File: src/rtl/uart_frame_loader_if.sv
// Byte-in / pixel-out bundle for the UART frame loader.
// slave is the loader side, master the surrounding system.
interface uart_frame_loader_if #(
  parameter int ADDR_W = 10
);
  logic [7:0]        uart_data;
  logic              uart_done;
  logic              frame_ack;
  logic              pix_we;
  logic [ADDR_W-1:0] pix_addr;
  logic [7:0]        pix_data;
  logic              frame_ready;
  logic              frame_err;
  logic              busy;

  modport slave (
    input  uart_data, uart_done, frame_ack,
    output pix_we, pix_addr, pix_data,
    output frame_ready, frame_err, busy
  );

  modport master (
    output uart_data, uart_done, frame_ack,
    input  pix_we, pix_addr, pix_data,
    input  frame_ready, frame_err, busy
  );
endinterface

File: src/rtl/uart_frame_loader.sv
// Parses sync + 784 pixel bytes + checksum from the UART stream
// into the pixel RAM and holds frame_ready until acknowledged.
module uart_frame_loader #(
  parameter int         PIX_NUM        = 784,
  parameter int         ADDR_W         = 10,
  parameter logic [7:0] SYNC0          = 8'hAA,
  parameter logic [7:0] SYNC1          = 8'h55,
  parameter int         TIMEOUT_CYCLES = 100_000
) (
  input logic                sys_clk,
  input logic                sys_rst_n,
  uart_frame_loader_if.slave bus
);

  localparam int GAP_W = $clog2(TIMEOUT_CYCLES);
  localparam logic [GAP_W-1:0] GAP_MAX =
    GAP_W'(TIMEOUT_CYCLES - 1);
  localparam logic [ADDR_W-1:0] LAST_PIX =
    ADDR_W'(PIX_NUM - 1);

  typedef enum logic [2:0] {
    IDLE, SYNC, PIXEL, CHECK, READY
  } state_t;

  state_t            state;
  logic              done_d;
  logic [ADDR_W-1:0] pix_cnt;
  logic [7:0]        sum;
  logic [GAP_W-1:0]  gap_cnt;

  logic byte_stb;
  logic active;
  logic timeout;

  assign byte_stb = bus.uart_done & ~done_d;
  assign active   = (state == SYNC) || (state == PIXEL) ||
                    (state == CHECK);
  assign timeout  = active && (gap_cnt == GAP_MAX);

  always_ff @(posedge sys_clk or negedge sys_rst_n) begin
    if (!sys_rst_n) begin
      state           <= IDLE;
      done_d          <= 1'b0;
      pix_cnt         <= '0;
      sum             <= '0;
      gap_cnt         <= '0;
      bus.pix_we      <= 1'b0;
      bus.pix_addr    <= '0;
      bus.pix_data    <= '0;
      bus.frame_ready <= 1'b0;
      bus.frame_err   <= 1'b0;
      bus.busy        <= 1'b0;
    end else begin
      done_d        <= bus.uart_done;
      bus.pix_we    <= 1'b0;
      bus.frame_err <= 1'b0;
      // A strobe landing on the timeout cycle is dropped.
      if (timeout) begin
        state         <= IDLE;
        gap_cnt       <= '0;
        bus.frame_err <= 1'b1;
        bus.busy      <= 1'b0;
      end else begin
        unique case (state)
          IDLE: begin
            gap_cnt <= '0;
            if (byte_stb && bus.uart_data == SYNC0) begin
              state    <= SYNC;
              bus.busy <= 1'b1;
            end
          end
          SYNC: begin
            if (byte_stb) begin
              gap_cnt <= '0;
              if (bus.uart_data == SYNC1) begin
                state   <= PIXEL;
                pix_cnt <= '0;
                sum     <= '0;
              end else if (bus.uart_data != SYNC0) begin
                state    <= IDLE;
                bus.busy <= 1'b0;
              end
            end else begin
              gap_cnt <= gap_cnt + GAP_W'(1);
            end
          end
          PIXEL: begin
            if (byte_stb) begin
              gap_cnt      <= '0;
              bus.pix_we   <= 1'b1;
              bus.pix_addr <= pix_cnt;
              bus.pix_data <= bus.uart_data;
              sum          <= sum + bus.uart_data;
              pix_cnt      <= pix_cnt + ADDR_W'(1);
              if (pix_cnt == LAST_PIX) state <= CHECK;
            end else begin
              gap_cnt <= gap_cnt + GAP_W'(1);
            end
          end
          CHECK: begin
            if (byte_stb) begin
              gap_cnt  <= '0;
              bus.busy <= 1'b0;
              if (bus.uart_data == sum) begin
                state           <= READY;
                bus.frame_ready <= 1'b1;
              end else begin
                state         <= IDLE;
                bus.frame_err <= 1'b1;
              end
            end else begin
              gap_cnt <= gap_cnt + GAP_W'(1);
            end
          end
          READY: begin
            gap_cnt <= '0;
            if (bus.frame_ack) begin
              state           <= IDLE;
              bus.frame_ready <= 1'b0;
            end
          end
          default: begin
            state    <= IDLE;
            gap_cnt  <= '0;
            bus.busy <= 1'b0;
          end
        endcase
      end
    end
  end

endmodule

File: src/flat_wrapper.sv
// flat-port wrapper written by rule: the top's interface ports become plain ports
module uart_frame_loader_flat 
#(
  parameter int         PIX_NUM        = 784,
  parameter int         ADDR_W         = 10,
  parameter logic [7:0] SYNC0          = 8'hAA,
  parameter logic [7:0] SYNC1          = 8'h55,
  parameter int         TIMEOUT_CYCLES = 100_000
)
  (sys_clk, sys_rst_n, bus_uart_data, bus_uart_done, bus_frame_ack, bus_pix_we, bus_pix_addr, bus_pix_data, bus_frame_ready, bus_frame_err, bus_busy);
  uart_frame_loader_if #(.ADDR_W(ADDR_W)) bus_i ();
  input logic sys_clk;
  input logic sys_rst_n;
  input wire logic [$bits(bus_i.uart_data)-1:0] bus_uart_data;
  input wire logic [$bits(bus_i.uart_done)-1:0] bus_uart_done;
  input wire logic [$bits(bus_i.frame_ack)-1:0] bus_frame_ack;
  output wire logic [$bits(bus_i.pix_we)-1:0] bus_pix_we;
  output wire logic [$bits(bus_i.pix_addr)-1:0] bus_pix_addr;
  output wire logic [$bits(bus_i.pix_data)-1:0] bus_pix_data;
  output wire logic [$bits(bus_i.frame_ready)-1:0] bus_frame_ready;
  output wire logic [$bits(bus_i.frame_err)-1:0] bus_frame_err;
  output wire logic [$bits(bus_i.busy)-1:0] bus_busy;
  assign bus_i.uart_data = bus_uart_data;
  assign bus_i.uart_done = bus_uart_done;
  assign bus_i.frame_ack = bus_frame_ack;
  assign bus_pix_we = bus_i.pix_we;
  assign bus_pix_addr = bus_i.pix_addr;
  assign bus_pix_data = bus_i.pix_data;
  assign bus_frame_ready = bus_i.frame_ready;
  assign bus_frame_err = bus_i.frame_err;
  assign bus_busy = bus_i.busy;
  uart_frame_loader #(.PIX_NUM(PIX_NUM), .ADDR_W(ADDR_W), .SYNC0(SYNC0), .SYNC1(SYNC1), .TIMEOUT_CYCLES(TIMEOUT_CYCLES)) u_core (.sys_clk(sys_clk), .sys_rst_n(sys_rst_n), .bus(bus_i));
endmodule
File: config.mk
export PLATFORM = sky130hd
export DESIGN_NAME = uart_frame_loader_flat
export DESIGN_NICKNAME = d
export VERILOG_FILES = /design/src/rtl/uart_frame_loader_if.sv /design/src/rtl/uart_frame_loader.sv /design/src/flat_wrapper.sv
export SDC_FILE = /design/constraint.sdc
export NUM_CORES = 1
export LEC_CHECK = 0
export ABC_AREA = 1
export BUFFER_PORTS_ARGS = -buffer_cell sky130_fd_sc_hd__buf_4
export CAP_MARGIN = 20
export CORE_MARGIN = 2
export CORE_UTILIZATION = 60
export CTS_BUF_LIST = sky130_fd_sc_hd__clkbuf_4 sky130_fd_sc_hd__clkbuf_8
export CTS_CLUSTER_SIZE = 14
export DETAILED_ROUTE_END_ITERATION = 12
export GPL_TIMING_DRIVEN = 0
export PLACE_DENSITY = 0.91
export SLEW_MARGIN = 40
export SYNTH_ARGS = -nofsm -noshare
export SYNTH_HDL_FRONTEND = slang
export SYNTH_SLANG_ARGS = --single-unit
File: constraint.sdc
create_clock -name sys_clk -period 3.95 [get_ports sys_clk]
set_clock_uncertainty 0.05 [all_clocks]
set_input_delay 0.395 -clock sys_clk [delete_from_list [all_inputs] [get_ports sys_clk]]
set_output_delay 0.395 -clock sys_clk [all_outputs]
set_load 0.005 [all_outputs]
==> flow_metrics.py <==
metrics = {
    "placement": {
        "detailedPlace.worstSlack_ns": 1.952,
        "io_buffers": 33,
        "place_congestion": 0.9425,
        "dp_hpwl_mm": 5.467,
        "place_area_mm2": 0.003765,
        "placed_cells": 539,
    },
    "timing": {
        "worst-slew-pin-transition_ns": 0.5368,
        "fin_crit_sh_pct": 51.24,
        "finalHoldViolCount": 61,
        "layout_min_cycle_time_ns": 2.024,
        "hold_slack_ns": -0.03482,
        "setup_viol": 0,
        "finalMaxSlewViolations": 0,
        "relSlewSlack_pct": 64.21,
        "grt_setup_unrepaired": "no",
        "fmax_mhz": 494.0,
        "fin_setup_tns_ns": 0,
        "finalWorstSetupSlack_ns": 1.926,
    },
    "synthesis": {
        "synthFlopType": "dfrtp_1",
        "synth-edff-count": 0,
        "synth_cells": 434,
        "yosysWarnings": 0,
        "syn_nets": 456,
        "synth_common_cells": "123 x nand2_1, 61 x dfrtp_1, 46 x inv_1",
        "yosys.area.top_type": "dfrtp_1",
        "avgSynthCellArea_um2": 7.896,
        "synth_seq_cells": 61,
        "seq_area_frac_synth_pct": 44.54,
        "yosysMostFrequentCell": "nand2_1",
        "ys_types": 37,
        "netlist_area_mm2": 0.003427,
        "synth.area.top_cells": "dfrtp_1 45%, nand2_1 13%, inv_1 5.0%",
        "synth_top_area_share_pct": 44.54,
        "async_reset_ff_share_pct": 100.0,
    },
    "setup_path": {
        "start_kind": "flop",
        "cp.required_ns": 4.14,
        "cp_max_fo": 10,
        "crit_start": "u_core.gap_cnt[0]$_DFF_PN0_",
        "cp.arrival_ns": 2.21,
        "cp-end-kind": "flop",
        "criticalPathCategory": "flop to flop",
        "r2r-start": "u_core.gap_cnt[0]$_DFF_PN0_",
    },
    "floorplanning": {
        "core_mm2": 0.005507,
        "pin_count": 34,
        "die_area_mm2": 0.006332,
        "rows": 27,
        "fp.dieW_um": 79.58,
        "die_y_um": 79.58,
        "initial_core_util_pct": 62.24,
    },
    "detailed_routing": {
        "post_drt_wl_per_cell_um": 14.24,
        "detail-route-antenna-nets": 0,
        "drc_errors": 0,
        "drt-initial-drc-count": 380,
        "totalWireLength_mm": 7.875,
        "viasPerCell": 5.617,
        "routed-via-count": 3106,
        "first_pass_iters": 5,
    },
    "status": {
        "outcome": "complete, but fails checks",
        "violations": "hold timing",
    },
    "grt": {
        "grt_usage_pct": 27.59,
        "grt_pass1_wl_mm": 13.37,
        "grt_pass1_vias": 2945,
        "antenna_found_initial": 0,
        "overflow": 0,
        "grt_max_degree": 62,
    },
    "clocking": {
        "cts_htree_levels": 3,
        "cts_tree": "built",
        "post_cts_buffers": 0,
        "cts_root_buf": "clkbuf_8",
        "hold_buffers": 0,
        "cts_inserted_buffers": 9,
        "ctsLongestPathBuffers": 2,
        "insertion_delay_ns": 0.35,
        "clk_transition_reported_paths_ns": 0.06,
        "post_cts_resized": 0,
        "cts_sinks": 61,
    },
    "cells_and_area": {
        "fill_cells": 412,
        "fin_util_pct": 71.85,
        "multiInputGateArea_mm2": 0.001652,
        "drive_gt1_share_pct": 16.22,
        "synthToLayoutAreaGrowth_pct": 15.44,
        "regArea_mm2": 0.001526,
        "fin_nets": 500,
        "stdcell_area_mm2": 0.003956,
        "stdcell_count": 553,
        "num_antenna_cells": 0,
    },
    "min_path": {
        "worstHoldPathType": "input pin to asynchronous set/reset pin",
    },
    "pwr": {
        "p_per_area_mw_per_mm2": 441.7,
        "combPwrFrac_pct": 24.0,
        "sw_frac_of_total_pct": 31.84,
        "p_seq_share_pct": 44.7,
        "p_sw_mw": 0.5563,
        "finalPower_mw": 1.747,
        "pwr-share-clk_pct": 31.3,
        "intPower_mw": 1.191,
        "p_leak_nw": 1.994,
        "vdd_drop_max_v": 0.0003707,
    },
    "flow_run": {
        "maxCapViolations": 0,
    },
}
==> layout by cell type (no fill, tap or decap), types with 2 or more instances in the layout <==
master / n
buf_4: 36
o21ai_2: 6
nor2_1: 42
o21ai_0: 31
ha_1: 9
xor2_1: 7
o211ai_1: 2
nand2_1: 123
nand4_1: 11
o21bai_1: 2
clkbuf_8: 10
clkbuf_4: 2
nor3_1: 17
nand2_2: 3
inv_1: 46
o21a_1: 2
xnor2_1: 6
dfrtp_1: 61
nand3_1: 29
or2_2: 2
nor2_2: 4
a21oi_1: 10
==> final cells by class <==
cell class                 instances  share of cell area (%)
inverter                          49                   4.902
buffer                             6                   1.392
sequential                        61                   38.58
tap                               72                   2.277
clock buffer                      12                   3.858
timing repair buffer              33                   6.357
multi-input combinational        318                   41.75
clock inverter                     2                  0.8855
==> registers in the layout (all words and copies together) (netlist names), 3 cells and up <==
register / cells
u_core.gap_cnt: 17
u_core.bus.pix_addr: 10
u_core.pix_cnt: 10
u_core.bus.pix_data: 8
u_core.sum: 8
u_core.state: 3
==> per-layer routing <==
metal / GRT usage [%] / vias up / routed length [um]
met2: 43.61 / 118 / 3771
met5: 0 / - / 0
met1: 35.59 / 1463 / 3446
met3: 4.864 / 24 / 408
li1: - / 1501 / -
met4: 16.03 / 0 / 249
==> final timing paths <==
kind | cells past startpoint | slack [ns] | end
max reg2reg | 9 | 1.93 | u_core.bus.pix_data[7]$_DFFE_PN0P_
min in group sys_clk | 1 | 0.11 | u_core.done_d$_DFF_PN0_
max in group asynchronous | 1 | 3.51 | u_core.gap_cnt[14]$_DFF_PN0_
min reg2reg | 1 | 0.41 | u_core.gap_cnt[0]$_DFF_PN0_
min | 1 | -0.03 | u_core.bus.pix_data[3]$_DFFE_PN0P_
max | 9 | 1.93 | u_core.bus.pix_data[7]$_DFFE_PN0P_
==> power groups by stage <==
stage	Clock (mW)	Combinational, mW	Sequential (mW)
floorplan	0	0.273	0.779
global placement	0	0.394	0.785
detailed placement	0	0.413	0.790
CTS	0.556	0.419	0.779
global route	0.578	0.478	0.789
finish	0.547	0.419	0.781
==> critical path, stage by stage, from the launching register on <==
cell     delay, ns
dfrtp_1       0.37
ha_1          0.19
nand3_1       0.18
nor2_1        0.27
nand3_1       0.22
nand3_2       0.22
inv_1         0.10
buf_4         0.18
nand2_1       0.07
nand2_1       0.06
==> cell families after synthesis <==
| logic type | after synthesis | synth area share (%) |
|---|---|---|
| AOI/OAI and AO/OA | 54 | 9.054 |
| and+or+nand+nor | 241 | 31.95 |
| xor gates and xnor gates | 13 | 3.322 |
| DFF | 61 | 44.54 |
| buffers and inverters | 55 | 7.265 |
| adders and majority gates | 10 | 3.870 |
Power figures use the tool's default switching activity.
